<file path="config.mk">
export PLATFORM = sky130hd
export DESIGN_NAME = commit_trace_buf
export DESIGN_NICKNAME = d
export VERILOG_FILES = /design/src/rtl/commit_trace_pkg.sv /design/src/rtl/commit_trace_buf_fifo.sv /design/src/rtl/commit_trace_buf.sv
export SDC_FILE = /design/constraint.sdc
export NUM_CORES = 1
export LEC_CHECK = 0
export BUFFER_PORTS_ARGS = -buffer_cell sky130_fd_sc_hd__buf_2
export CAP_MARGIN = 30
export CELL_PAD_IN_SITES_DETAIL_PLACEMENT = 1
export CELL_PAD_IN_SITES_GLOBAL_PLACEMENT = 2
export CORE_ASPECT_RATIO = 0.7
export CORE_MARGIN = 8
export CORE_UTILIZATION = 35
export CTS_BUF_LIST = sky130_fd_sc_hd__clkbuf_16
export CTS_CLUSTER_DIAMETER = 100
export CTS_CLUSTER_SIZE = 28
export DETAILED_ROUTE_END_ITERATION = 8
export PLACE_DENSITY = 0.71
export RECOVER_POWER = 100
export SYNTH_ARGS = -nofsm -noshare
export SYNTH_HDL_FRONTEND = slang
export SYNTH_SLANG_ARGS = --single-unit
</file>
<file path="constraint.sdc">
create_clock -name clk -period 7.7 [get_ports clk]
set_input_delay 0.385 -clock clk [delete_from_list [all_inputs] [get_ports clk]]
set_output_delay 0.385 -clock clk [all_outputs]
set_load 0.05 [all_outputs]
</file>
<file path="src/rtl/commit_trace_pkg.sv">
// commit_trace_pkg: shared types for the commit trace buffer.
//   kind_e      - record kind carried on tr_kind
//   state_e     - overflow-marker FSM state
//   trace_rec_t - one FIFO entry; the stamp field exists only when
//                 COMMIT_TRACE_STAMP_EN is defined, so the default build
//                 carries no timestamp storage.
package commit_trace_pkg;

  localparam int REC_DATA_W = 32;  // record data field width
  localparam int STAMP_W    = 16;
  localparam int IDX_W      = 9;

  typedef enum logic [1:0] {
    KIND_NONE = 2'b00,
    KIND_REG  = 2'b01,
    KIND_ST   = 2'b10,
    KIND_OVF  = 2'b11
  } kind_e;

  typedef enum logic {
    RUN  = 1'b0,
    MARK = 1'b1
  } state_e;

  typedef struct packed {
    kind_e                   kind;
    logic [IDX_W-1:0]        idx;
    logic [REC_DATA_W-1:0]   data;
`ifdef COMMIT_TRACE_STAMP_EN
    logic [STAMP_W-1:0]      stamp;
`endif
  } trace_rec_t;

endpackage

</file>
<file path="src/rtl/commit_trace_buf_fifo.sv">
// trace_fifo2w: dual-write, single-read FIFO with a registered head.
//   push0/din0 - first (older) write port
//   push1/din1 - second (younger) write port; lands behind din0 when both fire
//   pop        - consume the head (ignored while empty)
//   valid/dout - registered head entry (first-word-fall-through)
//   level      - occupancy, 0..DEPTH
//   free       - slots available this cycle, counting the slot freed by pop
// The caller must never push more than 'free' entries in a cycle.
module trace_fifo2w #(
  parameter  int W     = 8,
  parameter  int DEPTH = 8,
  localparam int AW    = $clog2(DEPTH)
) (
  input  logic         clk,
  input  logic         rst,
  input  logic         push0,
  input  logic [W-1:0] din0,
  input  logic         push1,
  input  logic [W-1:0] din1,
  input  logic         pop,
  output logic         valid,
  output logic [W-1:0] dout,
  output logic [AW:0]  level,
  output logic [AW:0]  free
);

  logic [W-1:0]  mem [DEPTH];
  logic [AW:0]   wptr, rptr, wptr_nx, rptr_nx;
  logic [AW:0]   n_push, level_pop, level_nx;
  logic [AW-1:0] w0, w1;
  logic          full, pop_ok;
  logic [W-1:0]  head_nx;

  assign pop_ok = pop & valid;

  // Wrap bit distinguishes full from empty when the low bits match.
  assign full  = (wptr[AW] != rptr[AW]) && (wptr[AW-1:0] == rptr[AW-1:0]);
  assign level = full ? (AW+1)'(DEPTH) : {1'b0, wptr[AW-1:0] - rptr[AW-1:0]};
  assign free  = (AW+1)'(DEPTH) - level + (AW+1)'(pop_ok);

  assign n_push    = (AW+1)'(push0) + (AW+1)'(push1);
  assign rptr_nx   = rptr + (AW+1)'(pop_ok);
  assign wptr_nx   = wptr + n_push;
  assign level_pop = level - (AW+1)'(pop_ok);
  assign level_nx  = level_pop + n_push;

  assign w0 = wptr[AW-1:0];
  assign w1 = wptr[AW-1:0] + AW'(1);

  // Next head: if nothing older survives the pop, the head comes straight
  // from this cycle's first write (bypass), otherwise from storage.
  always_comb begin
    head_nx = mem[rptr_nx[AW-1:0]];
    if (level_pop == '0) head_nx = push0 ? din0 : din1;
  end

  always_ff @(posedge clk) begin
    if (push0) mem[w0] <= din0;
    if (push1) mem[push0 ? w1 : w0] <= din1;
  end

  always_ff @(posedge clk or negedge rst) begin
    if (!rst) begin
      wptr  <= '0;
      rptr  <= '0;
      valid <= 1'b0;
      dout  <= '0;
    end else begin
      wptr  <= wptr_nx;
      rptr  <= rptr_nx;
      valid <= (level_nx != '0);
      if (level_nx != '0) dout <= head_nx;
    end
  end

endmodule

</file>
<file path="src/rtl/commit_trace_buf.sv">
// commit_trace_buf: captures architectural commit events (register
// writeback, data-memory store) into a FIFO and drains them over a
// ready/valid trace port. Never back-pressures the core: events that do not
// fit are dropped, counted, and reported later by an in-band marker record.
//   clk, rst                 - clock, async active-low reset
//   trace_en                 - capture enable
//   RegWriteSignal/RegNum/RegData - register commit (RegNum 0 ignored)
//   WR/Address/WRData        - store commit
//   tr_valid/tr_ready        - trace handshake
//   tr_kind/tr_idx/tr_data   - record (01 reg, 10 store, 11 overflow marker)
//   tr_stamp                 - capture cycle stamp, 0 unless stamping built in
//   ovf_sticky               - set on any drop until reset
//   level                    - FIFO occupancy
// Build option: define COMMIT_TRACE_STAMP_EN to store a 16-bit free-running
// cycle stamp with every record.
import commit_trace_pkg::*;

module commit_trace_buf #(
  parameter  int DATA_W = 32,
  parameter  int DEPTH  = 8,
  parameter  int CNT_W  = 16,
  localparam int LW     = $clog2(DEPTH) + 1
) (
  input  logic              clk,
  input  logic              rst,
  input  logic              trace_en,
  input  logic              RegWriteSignal,
  input  logic [4:0]        RegNum,
  input  logic [DATA_W-1:0] RegData,
  input  logic              WR,
  input  logic [8:0]        Address,
  input  logic [DATA_W-1:0] WRData,
  output logic              tr_valid,
  input  logic              tr_ready,
  output logic [1:0]        tr_kind,
  output logic [8:0]        tr_idx,
  output logic [DATA_W-1:0] tr_data,
  output logic [STAMP_W-1:0] tr_stamp,
  output logic              ovf_sticky,
  output logic [LW-1:0]     level
);

  state_e           state_q, state_nx;
  logic [CNT_W-1:0] cnt_q, cnt_nx, cnt_sum;
  logic [CNT_W:0]   sum_wide;
  logic             ovf_q;

  logic             ev_reg, ev_st, push0, push1, mark_push, fifo_valid;
  logic [1:0]       need, drops;
  logic [LW-1:0]    free, fifo_level;
  trace_rec_t       rec_reg, rec_st, rec_mark, din0, head;

`ifdef COMMIT_TRACE_STAMP_EN
  logic [STAMP_W-1:0] stamp_q;

  always_ff @(posedge clk or negedge rst) begin
    if (!rst) stamp_q <= '0;
    else      stamp_q <= stamp_q + 1'b1;
  end
`endif

  assign ev_reg = trace_en & RegWriteSignal & (RegNum != 5'd0);
  assign ev_st  = trace_en & WR;
  assign need   = {1'b0, ev_reg} + {1'b0, ev_st};

  // Drops saturate; the marker reports everything lost up to and including
  // its own push cycle, so the count restarts from zero afterwards.
  assign sum_wide = {1'b0, cnt_q} + (CNT_W+1)'(drops);
  assign cnt_sum  = sum_wide[CNT_W] ? '1 : sum_wide[CNT_W-1:0];
  assign cnt_nx   = mark_push ? '0 : cnt_sum;

  always_comb begin
    rec_reg       = '0;
    rec_reg.kind  = KIND_REG;
    rec_reg.idx   = IDX_W'(RegNum);
    rec_reg.data  = REC_DATA_W'(RegData);
    rec_st        = '0;
    rec_st.kind   = KIND_ST;
    rec_st.idx    = Address;
    rec_st.data   = REC_DATA_W'(WRData);
    rec_mark      = '0;
    rec_mark.kind = KIND_OVF;
    rec_mark.data = REC_DATA_W'(cnt_sum);
`ifdef COMMIT_TRACE_STAMP_EN
    rec_reg.stamp  = stamp_q;
    rec_st.stamp   = stamp_q;
    rec_mark.stamp = stamp_q;
`endif
  end

  always_comb begin
    state_nx  = state_q;
    push0     = 1'b0;
    push1     = 1'b0;
    mark_push = 1'b0;
    drops     = 2'd0;
    case (state_q)
      RUN: begin
        if (LW'(need) <= free) begin
          push0 = ev_reg;
          push1 = ev_st;
        end else if (free == LW'(1)) begin
          // need is 2 here: keep the older reg event, lose the store
          push0 = 1'b1;
          drops = 2'd1;
        end else begin
          drops = need;
        end
        if (drops != 2'd0) state_nx = MARK;
      end
      MARK: begin
        // Everything is dropped until the marker is in, so no event can
        // overtake the gap it reports.
        drops = need;
        if (free != '0) begin
          mark_push = 1'b1;
          push0     = 1'b1;
          state_nx  = RUN;
        end
      end
      default: state_nx = RUN;
    endcase
  end

  assign din0 = mark_push ? rec_mark : rec_reg;

  always_ff @(posedge clk or negedge rst) begin
    if (!rst) begin
      state_q <= RUN;
      cnt_q   <= '0;
      ovf_q   <= 1'b0;
    end else begin
      state_q <= state_nx;
      cnt_q   <= cnt_nx;
      if (drops != 2'd0) ovf_q <= 1'b1;
    end
  end

  trace_fifo2w #(
    .W     ($bits(trace_rec_t)),
    .DEPTH (DEPTH)
  ) u_fifo (
    .clk   (clk),
    .rst   (rst),
    .push0 (push0),
    .din0  (din0),
    .push1 (push1),
    .din1  (rec_st),
    .pop   (tr_ready),
    .valid (fifo_valid),
    .dout  (head),
    .level (fifo_level),
    .free  (free)
  );

  assign tr_valid   = fifo_valid;
  assign tr_kind    = head.kind;
  assign tr_idx     = head.idx;
  assign tr_data    = DATA_W'(head.data);
`ifdef COMMIT_TRACE_STAMP_EN
  assign tr_stamp   = head.stamp;
`else
  assign tr_stamp   = '0;
`endif
  assign ovf_sticky = ovf_q;
  assign level      = fifo_level;

endmodule
</file>
# --- Yosys cells after proc, flatten, opt, wreduce, memory -nomap -nowiden ---
# Memory sizes are Yosys's and may differ from the RTL's.
# Cells that the tools add are included.
word_totals:
  mem_bits_rw: 344
  output_inout_bits: 65
  memories: 1
  romBits: 0
  register_bits: 70
  latchBits: 0
mem_list:
  columns: ["name", "depth", "word_bits", "rd", "rd_ports_with_merged_regs", "write_ports", "line_no", "text"]
  rows:
  - ["u_fifo.mem", 8, 43, 1, 0, 2, "commit_trace_buf_fifo.sv:27", "logic [W-1:0] mem [DEPTH];"]
classes:
  reduce_logical: 7
  bitwise_logic: 5
  n_mux: 25
  mul: 0
  addsub: 11
  n_lt_le_gt_ge: 1
  eq_ne: 3
  n_div: 0
  shift: 0
ops:
  columns: ["cell", "n"]
  rows:
  - ["43-bit 2-to-1 mux", 3]
  - ["16-bit 2-to-1 mux", 2]
  - ["16-bit by 2-bit adder with 17-bit output", 1]
  - ["1-bit 2-to-1 mux", 12]
  - ["4-bit by 1-bit adder with 4-bit output", 2]
  - ["4-bit adder", 2]
  - ["4-bit nonzero test", 2]
  - ["2-bit 2-to-1 mux", 3]
  - ["5-bit nonzero test", 1]
  - ["1-bit by 1-bit adder with 2-bit output", 2]
  - ["1-bit bitwise AND", 4]
  - ["4-bit by 1-bit equality test with 1-bit output (second input constant)", 1]
  - ["2-bit by 4-bit <= comparator with 1-bit output", 1]
  - ["4-bit zero test", 1]
  - ["4-bit 2-to-1 mux", 1]
  - ["1-bit one-hot mux with 2 select lines", 2]
  - ["2-bit one-hot mux with 2 select lines", 1]
  - ["2-bit nonzero test", 2]
  - ["4-bit by 1-bit subtractor with 4-bit output", 1]
  - ["4-bit subtractor (first input constant)", 1]
  - ["3-bit by 1-bit adder with 3-bit output (second input constant)", 1]
  - ["3-bit equality test", 1]
  - ["3-bit 2-to-1 mux", 1]
  - ["3-bit subtractor", 1]
  - ["3 further kinds", 3]

# --- Logic depth before layout (Yosys ltp) ---
# Gate-level depths: netlist of the first run.
depth:
  depth_word: 15
  depth_mapped: 25
  mapped_depth_nobuf: 21

# --- Hierarchy ---
# A second synthesis of the first run with hierarchy kept.
hier_totals:
  hier_cells: 1385
  area_unflattened_um2: 22210.1
modules_own_cells:
  columns: ["module", "area_per_inst_um2", "n_inst", "cells_each"]
  rows:
  - ["trace_fifo2w", 20577.2, 1, 1176]
  - ["commit_trace_buf", 1632.8, 1, 209]

# --- Worst setup path before layout of the first run ---
# Ideal clock, no wire load.
synth_timing:
  path_kind: "register -> register"
  startpoint: "register u_fifo.wptr[0]"
  endpoint: "register u_fifo.dout[28]"
  period_less_slack_ps: 5760
  arrival_time_ps: 5634
  n_path_buf: 3
  setup_slack_ps: 1940
  path_stages_with_launch: 24
  cell_sequence: "dfrtp_1 clkinv_1 ha_1 inv_1 ha_1 inv_1 ha_1 inv_1 ha_1 nor2b_1 o21ai_0 a21oi_2 o21ai_2 inv_2 buf_4 ha_1 ha_1 fa_1 nor3_1 a32o_1 buf_2 buf_1 nor3_1 a221o_1"
synth_via:
  elab_chain_cells: 12
  word_cells_on_any_way: 24
  classes_between: "add/sub: 6; order compare: 1; eq/ne: 2; mux: 11; reduce/logical: 4"
synth_lines:
  columns: ["item", "line_no", "text"]
  rows:
  - ["start: declaration", "commit_trace_buf_fifo.sv:28", "logic [AW:0] wptr, rptr, wptr_nx, rptr_nx;"]
  - ["start signal: assignment", "commit_trace_buf_fifo.sv:69", "wptr <= wptr_nx;"]
  - ["parallel branches: the longest is 2 deep, another holds 3-bit subtractor", null, null]
  - ["4-bit 2-to-1 mux (*)", "commit_trace_buf_fifo.sv:38", "assign level = full ? (AW+1)'(DEPTH) : {1'b0, wptr[AW-1:0] - rptr[AW-1:0]};"]
  - ["net level[0]", "commit_trace_buf.sv:40", "output logic [LW-1:0] level"]
  - ["parallel branches: the longest is 9 deep, another holds 4-bit subtractor", null, null]
  - ["end signal: assignment", "commit_trace_buf_fifo.sv:72", "if (level_nx != '0) dout <= head_nx;"]
  - ["end: declaration", "commit_trace_buf_fifo.sv:22", "output logic [W-1:0] dout,"]
# Mark *: on every way through the listed nets, which the timed path passes.
# A chain may end at the register's enable or synchronous reset.

==> results of run 1 <==
[per-layer routing]
metal	wire length (um)	GRT usage	share of wire
met1	34400	0.294	0.45
met2	34900	0.326	0.45
met3	6000	0.0434	0.078
met4	1820	0.0570	0.024
met5	38	0	0.00049
[worst max-delay path, cell delays in order (launching register included)]
cell      delay [ps]
dfrtp_1          640
clkinv_1         470
ha_1             490
and2_0           310
nand2_1          150
o21ai_0          400
ha_1             350
inv_1            120
ha_1             250
nor2b_1          150
o21ai_0          400
a21o_2           480
and3_1           290
and3_1          1150
buf_2           1060
a32o_1           310
[path summary, 6_finish.rpt]
check	start	endpoint	slack, ps	depth (start not counted)
setup / recovery	u_fifo.wptr[0]$_DFF_PN0_	u_fifo.mem[6][9]$_DFFE_PP_	410	15
hold / removal	RegData[3]	u_fifo.dout[3]$_DFFE_PN0P_	150	3
setup reg to reg	u_fifo.wptr[0]$_DFF_PN0_	u_fifo.mem[6][9]$_DFFE_PP_	410	15
hold reg to reg	u_fifo.mem[7][41]$_SDFFE_PP0P_	u_fifo.mem[7][41]$_SDFFE_PP0P_	500	2
max in group asynchronous	rst	state_q$_DFF_PN0_	3160	3
min in group asynchronous	rst	u_fifo.rptr[3]$_DFF_PN0_	1130	2
[logic make-up (layout without fill, tap and decap cells)]
| group | count (synthesis) | count (layout) | synth area share |
|---|---|---|---|
| muxes | 178 | 178 | 0.130 |
| other | 1 | 16 | 0.000169 |
| and+or+nand+nor | 240 | 240 | 0.0561 |
| AOI/OAI and AO/OA | 466 | 466 | 0.195 |
| DFF | 414 | 414 | 0.536 |
| adders and majority gates | 23 | 23 | 0.0143 |
| buffers and inverters | 275 | 251 | 0.0607 |
| xor gates and xnor gates | 17 | 17 | 0.00737 |
[per-stage QoR]
step                      worst slack, ps  hold slack, ps  instance area [um^2]  std cells
final                                 414             154                 23900       2434
after global routing                  105             156                 23900       2434
after CTS                             670             138                 24100       2433
after detailed placement              682             418                 23500       2399
after global placement                969             412                 23400       2395
after floorplan                      1940            89.4                 22300       1629
[area by class of cell]
cell class / instances / area [um^2] / share of cell area
Clock buffer: 20 / 500 / 0.0210
Clock inverter: 13 / 72.6 / 0.00304
Inverter: 30 / 113 / 0.00472
Multi-Input combinational cell: 940 / 9160 / 0.384
Sequential cell: 414 / 11900 / 0.499
Tap cell: 829 / 1040 / 0.0434
Timing Repair Buffer: 188 / 1070 / 0.0448
[flip-flops by register name (all words and copies together), names as in the netlist]
signal / count
u_fifo.dout: 43
u_fifo.mem: 344
u_fifo.valid: 1
cnt_q: 16
u_fifo.rptr: 4
state_q: 1
u_fifo.wptr: 4
ovf_sticky: 1
[layout by cell type (no fill, tap or decap), types with 26 or more instances in the layout]
cell type and instances:
edfxtp_1 328, a32o_1 296, mux4_2 86, buf_2 84
dfrtp_1 70, mux2i_1 58, nor2_1 55, clkbuf_1 54
and3_1 38, inv_1 37, nand2_1 35, a21oi_1 35
a221o_1 29, nor3_1 26, buf_4 26
[repair_timing]
action                     CTS  global route
setup endpoints to repair    0             0
hold endpoints to repair    29             0
buffers inserted             0             0
hold buffers                 1             0
==> impl_metrics.json, run 1 <==
{
  "status": "finished, violations left",
  "violations": "capacitance limit, slew limit",
  "filler_cell_count": 6522,
  "cts-root-to-sink-buffers": 3,
  "antenna_found_initial": 4,
  "port_buffers": 132,
  "cp.arrival_ps": 7700,
  "path_class": "reg2reg",
  "via_per_inst": 6.47,
  "syn_avg_cell_area_um2": 13.8,
  "cts_buffers": 19,
  "rows": 77,
  "synthArstFlopShare": 0.169,
  "fin_skew_ps": 25.2,
  "drc": 0,
  "gr-total-overflow": 0,
  "first_global_vias": 16500,
  "grtUsageTotal": 0.209,
  "antenna_cells": 0,
  "ant_nets": 0,
  "yosys.area.top_type_share": 0.443,
  "syn_area_um2": 22200,
  "grt_pass1_wl_mm": 113,
  "cts_tree": "yes",
  "start_util": 0.353,
  "slew_headroom": -1.10,
  "period_share": 0.946,
  "worst_ep_required_time_ps": 8120,
  "grt_setup_unrepaired": "no",
  "path_max_fanout": 52,
  "hp-class": "in2reg",
  "die_x_um": 317,
  "max_freq_ghz": 0.137,
  "grt_max_degree": 77,
  "finalSetupViolCount": 0,
  "worst_pin_slew_ps": 3150,
  "numClockSinks": 414,
  "ctsResizeCount": 0,
  "setup_tns_ps": 0,
  "clockRootBuffer": "clkbuf_16",
  "areaGrowthSynthToFinish_pct": 7.31,
  "die-area_um2": 72000,
  "drt-initial-drc-count": 1861,
  "synth-edff-count": 328,
  "cp-end-kind": "flip-flop",
  "hold_viol_final": 0,
  "clkSlewWorstSetupHoldPaths_ps": 120,
  "routed_wl_mm": 77.1,
  "wl_per_cell_um": 31.7,
  "yosysUniqueCellTypes": 75,
  "yosys.area.top_type": "edfxtp_1",
  "synth_cells": 1614,
  "yosys_register_bits": 414,
  "nets": 1700,
  "dr.pass1.iters": 5,
  "htreeDepth": 1,
  "hpwl_mm": 45.1,
  "gp_congestion": 0.858,
  "insertion_delay_ps": 570,
  "coreArea_um2": 63000,
  "layout-drive-gt1-share": 0.189,
  "synth_common_cells": "edfxtp_1 (328), a32o_1 (297), mux4_2 (86)",
  "start_kind": "flip-flop",
  "dieHeight_um": 227,
  "postLayoutCoreUtil": 0.379,
  "yosysWarnings": 0,
  "pin_count": 149,
  "ys_seq_area_frac": 0.536,
  "route.vias.total": 15700,
  "synth.area.top_cells": "edfxtp_1 (44%), a32o_1 (13%), mux4_2 (8.7%)",
  "slew_viol_final": 321,
  "synthMostInstantiatedCell": "edfxtp_1",
  "cap_violations": 8,
  "fin_crit_ps": 7290,
  "ys.flop_type": "edfxtp_1"
}
Power of run 1 is left out: the tool's default activity adds up to more than one toggle a clock period on the data nets, which glitch-free logic cannot reach.
==> inputs of run 2 (changes only) <==
--- a/config.mk
+++ b/config.mk
@@ -16,8 +16,9 @@
 export CTS_CLUSTER_DIAMETER = 100
 export CTS_CLUSTER_SIZE = 28
 export DETAILED_ROUTE_END_ITERATION = 8
-export PLACE_DENSITY = 0.71
+export PLACE_DENSITY = 0.69
 export RECOVER_POWER = 100
 export SYNTH_ARGS = -nofsm -noshare
 export SYNTH_HDL_FRONTEND = slang
+export SYNTH_HIERARCHICAL = 1
 export SYNTH_SLANG_ARGS = --single-unit
==> run 2 against run 1 <==
Effect of this change:
- the run still ends with capacitance limit, slew limit left
- global-route usage down 3.7 points
- critical path depth rose by 3
- core utilization rose by 0.83 points
- sequential share of layout area fell by 0.34 points
- via count down 19%
- sequential cell count unchanged
- fmax up 8.3%
- first-iteration DRC count decreased by 62%
==> impl_metrics.json, run 2 <==
{
  "antenna_found_initial": 4,
  "grtUsageTotal": 0.171,
  "swShare": 0.421,
  "drt-initial-drc-count": 715,
  "yosysUniqueCellTypes": 67,
  "htreeDepth": 1,
  "cts_buffers": 19,
  "yosysWarnings": 6,
  "crit_start": "u_fifo/wptr[0]$_DFF_PN0_",
  "start_kind": "flip-flop",
  "max_freq_ghz": 0.149,
  "crit_chain": "inv_1, ha_1, inv_1, fa_1, o21ai_0, ha_1, inv_1, ha_1, a211oi_1, o21a_1, nor2_1, a221o_4, nand2_1, nor2_1, o21a_1, nand2_1, clkbuf_2, mux2_2",
  "cts_tree": "yes",
  "internal_power_mw": 7.07,
  "synth_common_cells": "mux2_2 (348), edfxtp_1 (344), mux2i_1 (132)",
  "synth-edff-count": 344,
  "ys_seq_area_frac": 0.544,
  "power.density_nw_per_um2": 502,
  "grt_pass1_wl_mm": 93.1,
  "synth.area.top_cells": "edfxtp_1 (47%), mux2_2 (18%), mux4_2 (8.7%)",
  "worst_ep_required_time_ps": 8020,
  "reg2reg_slack_ps": 970,
  "via_per_inst": 5.32,
  "gr-total-overflow": 0,
  "worstReg2RegEnd": "u_fifo/mem[0][7]$_DFFE_PP_",
  "clkPwrFrac": 0.102,
  "yosys.area.top_type_share": 0.465,
  "drc": 0,
  "cap_violations": 14,
  "die_x_um": 317,
  "cts-root-to-sink-buffers": 3,
  "clkSlewWorstSetupHoldPaths_ps": 110,
  "reg.largest.list": "u_fifo/mem (344), u_fifo/dout (43), cnt_q (16)",
  "route.vias.total": 12800,
  "ys.flop_type": "edfxtp_1",
  "postLayoutCoreUtil": 0.387,
  "wl_per_cell_um": 26.0,
  "path_max_fanout": 30,
  "path_class": "reg2reg",
  "numClockSinks": 414,
  "grt_setup_unrepaired": "no",
  "max_stage_delay_ps": 1070,
  "slew_viol_final": 512,
  "hpwl_mm": 38.8,
  "insertion_delay_ps": 570,
  "dr.pass1.iters": 5,
  "fin_skew_ps": 25.2,
  "port_buffers": 132,
  "p_switching_mw": 5.15,
  "final_cell_mix": "mux2_2 (348), edfxtp_1 (344), mux2i_1 (132)",
  "yosys.area.top_type": "edfxtp_1",
  "coreArea_um2": 62900,
  "violations": "capacitance limit, slew limit",
  "fin_crit_ps": 6730,
  "synthMostInstantiatedCell": "mux2_2",
  "critPathCapture": "u_fifo/mem[0][7]$_DFFE_PP_",
  "slew_headroom": -1.52,
  "finalSetupViolCount": 0,
  "synth_cells": 1385,
  "status": "finished, violations left",
  "top_register": "u_fifo/mem",
  "peakVddDrop_v": 0.000396,
  "combPwrFrac": 0.592,
  "yosys_register_bits": 414,
  "layout-drive-gt1-share": 0.382,
  "critPathSlowestCell": "nand2_1",
  "gp_congestion": 0.780,
  "nets": 1663,
  "pwr-share-seq": 0.306,
  "cp-end-kind": "flip-flop",
  "areaGrowthSynthToFinish_pct": 9.68,
  "p_leak_nw": 8.76,
  "routed_wl_mm": 62.4,
  "start_util": 0.353,
  "setup_tns_ps": 0,
  "clockRootBuffer": "clkbuf_16",
  "synthArstFlopShare": 0.169,
  "ant_nets": 0,
  "antenna_cells": 0,
  "hp-class": "in2reg",
  "grt_max_degree": 88,
  "hold_viol_final": 0,
  "largest_reg_flops": 344,
  "syn_avg_cell_area_um2": 16.0,
  "dieHeight_um": 227,
  "rows": 77,
  "period_share": 0.874,
  "filler_cell_count": 6417,
  "pin_count": 149,
  "worst_pin_slew_ps": 3780,
  "hold-worst-slack_ps": 230,
  "total_power_mw": 12.2,
  "layout_commonest_cell": "mux2_2",
  "r2r_start": "u_fifo/wptr[0]$_DFF_PN0_",
  "syn_area_um2": 22200,
  "reg2reg_depth": 18,
  "die-area_um2": 71900,
  "cp.arrival_ps": 7050,
  "first_global_vias": 14000
}
==> run 2: changes by cell type after synthesis, sizes merged, moves of 18 or more <==
cell    previous run  this run
mux2              33       387
a32o             297         0
buf              170        41
mux2i             59       132
and3              38         2
nor2              57        23
a221o             29         1
a21oi             36        13
o211ai            21         0
nor3              27         9
==> run 2: critical path: cells and delay by family, from the launching register on <==
kind | cells | cell delay [ps]
compound gates | 5 | 1450
mux | 1 | 420
flops | 1 | 480
simple gates | 4 | 1620
buf+inv | 4 | 1110
fa+ha+maj | 4 | 1330
==> run 2: power groups by stage <==
stage	Combinational [mW]	Sequential, mW	Clock, mW
after floorplan	5.58	4.17	0
after global placement	7.75	3.77	0
after detailed placement	7.96	3.81	0
after CTS	7.98	3.76	1.30
after global routing	7.84	3.81	1.35
final	7.24	3.74	1.24
==> run 2: cell families after synthesis <==
family          count (synthesis)  share of synthesized area
mux                           605                      0.350
flops                         414                      0.544
simple gates                  133                     0.0324
buf+inv                       122                     0.0304
compound gates                 71                     0.0220
fa+ha+maj                      23                     0.0143
xor+xnor                       15                    0.00710
other cells                     2                   0.000338
==> run 2: cell type report <==
type,instances,area (um^2),share of cell area
inverter,23,86.3,0.00354
tap,829,1040,0.0426
multi-input combinational,926,9670,0.397
clock buffer,20,500,0.0205
timing repair buffer,172,898,0.0369
clock inverter,14,88.8,0.00365
sequential,414,12100,0.496
==> run 2: per-layer routing <==
metal / track usage / wire [um] / up-vias
met3: 0.0196 / 2070 / 54
li1: - / - / 5694
met4: 0.0293 / 1010 / 2
met1: 0.242 / 29600 / 6810
met2: 0.287 / 29700 / 204
met5: 0 / 10 / -
==> run 2: what timing repair did <==
| action | in CTS | in global routing |
|---|---|---|
| setup buffers | 0 | 0 |
| hold buffers | 1 | 0 |
| resized for setup | 0 | 0 |
| endpoints found under the hold margin | 29 | 0 |
==> run 2: per-stage QoR <==
stage,cell area (um^2),setup slack [ps],instances
after CTS,24800,1450,2398
after floorplan,22500,953,1462
after global routing,24400,508,2398
after detailed placement,24200,1460,2363
after global placement,24100,1380,2356
final,24400,973,2398
==> run 2: worst min path at each step <==
stage / from / endpoint / slack [ps] / depth (start not counted)
detailed placement: rst / u_fifo/dout[7]$_DFFE_PN0P_ / 380 / 1
global placement: u_fifo/rptr[3]$_DFF_PN0_ / u_fifo/rptr[3]$_DFF_PN0_ / 480 / 1
floorplan: rst / cnt_q[0]$_DFF_PN0_ / 90 / 0
CTS: WRData[4] / u_fifo/mem[2][4]$_DFFE_PP_ / 200 / 2
finish: WRData[4] / u_fifo/mem[0][4]$_DFFE_PP_ / 230 / 2
global route: WRData[4] / u_fifo/mem[2][4]$_DFFE_PP_ / 230 / 2
(Power assumes the default switching activity.)
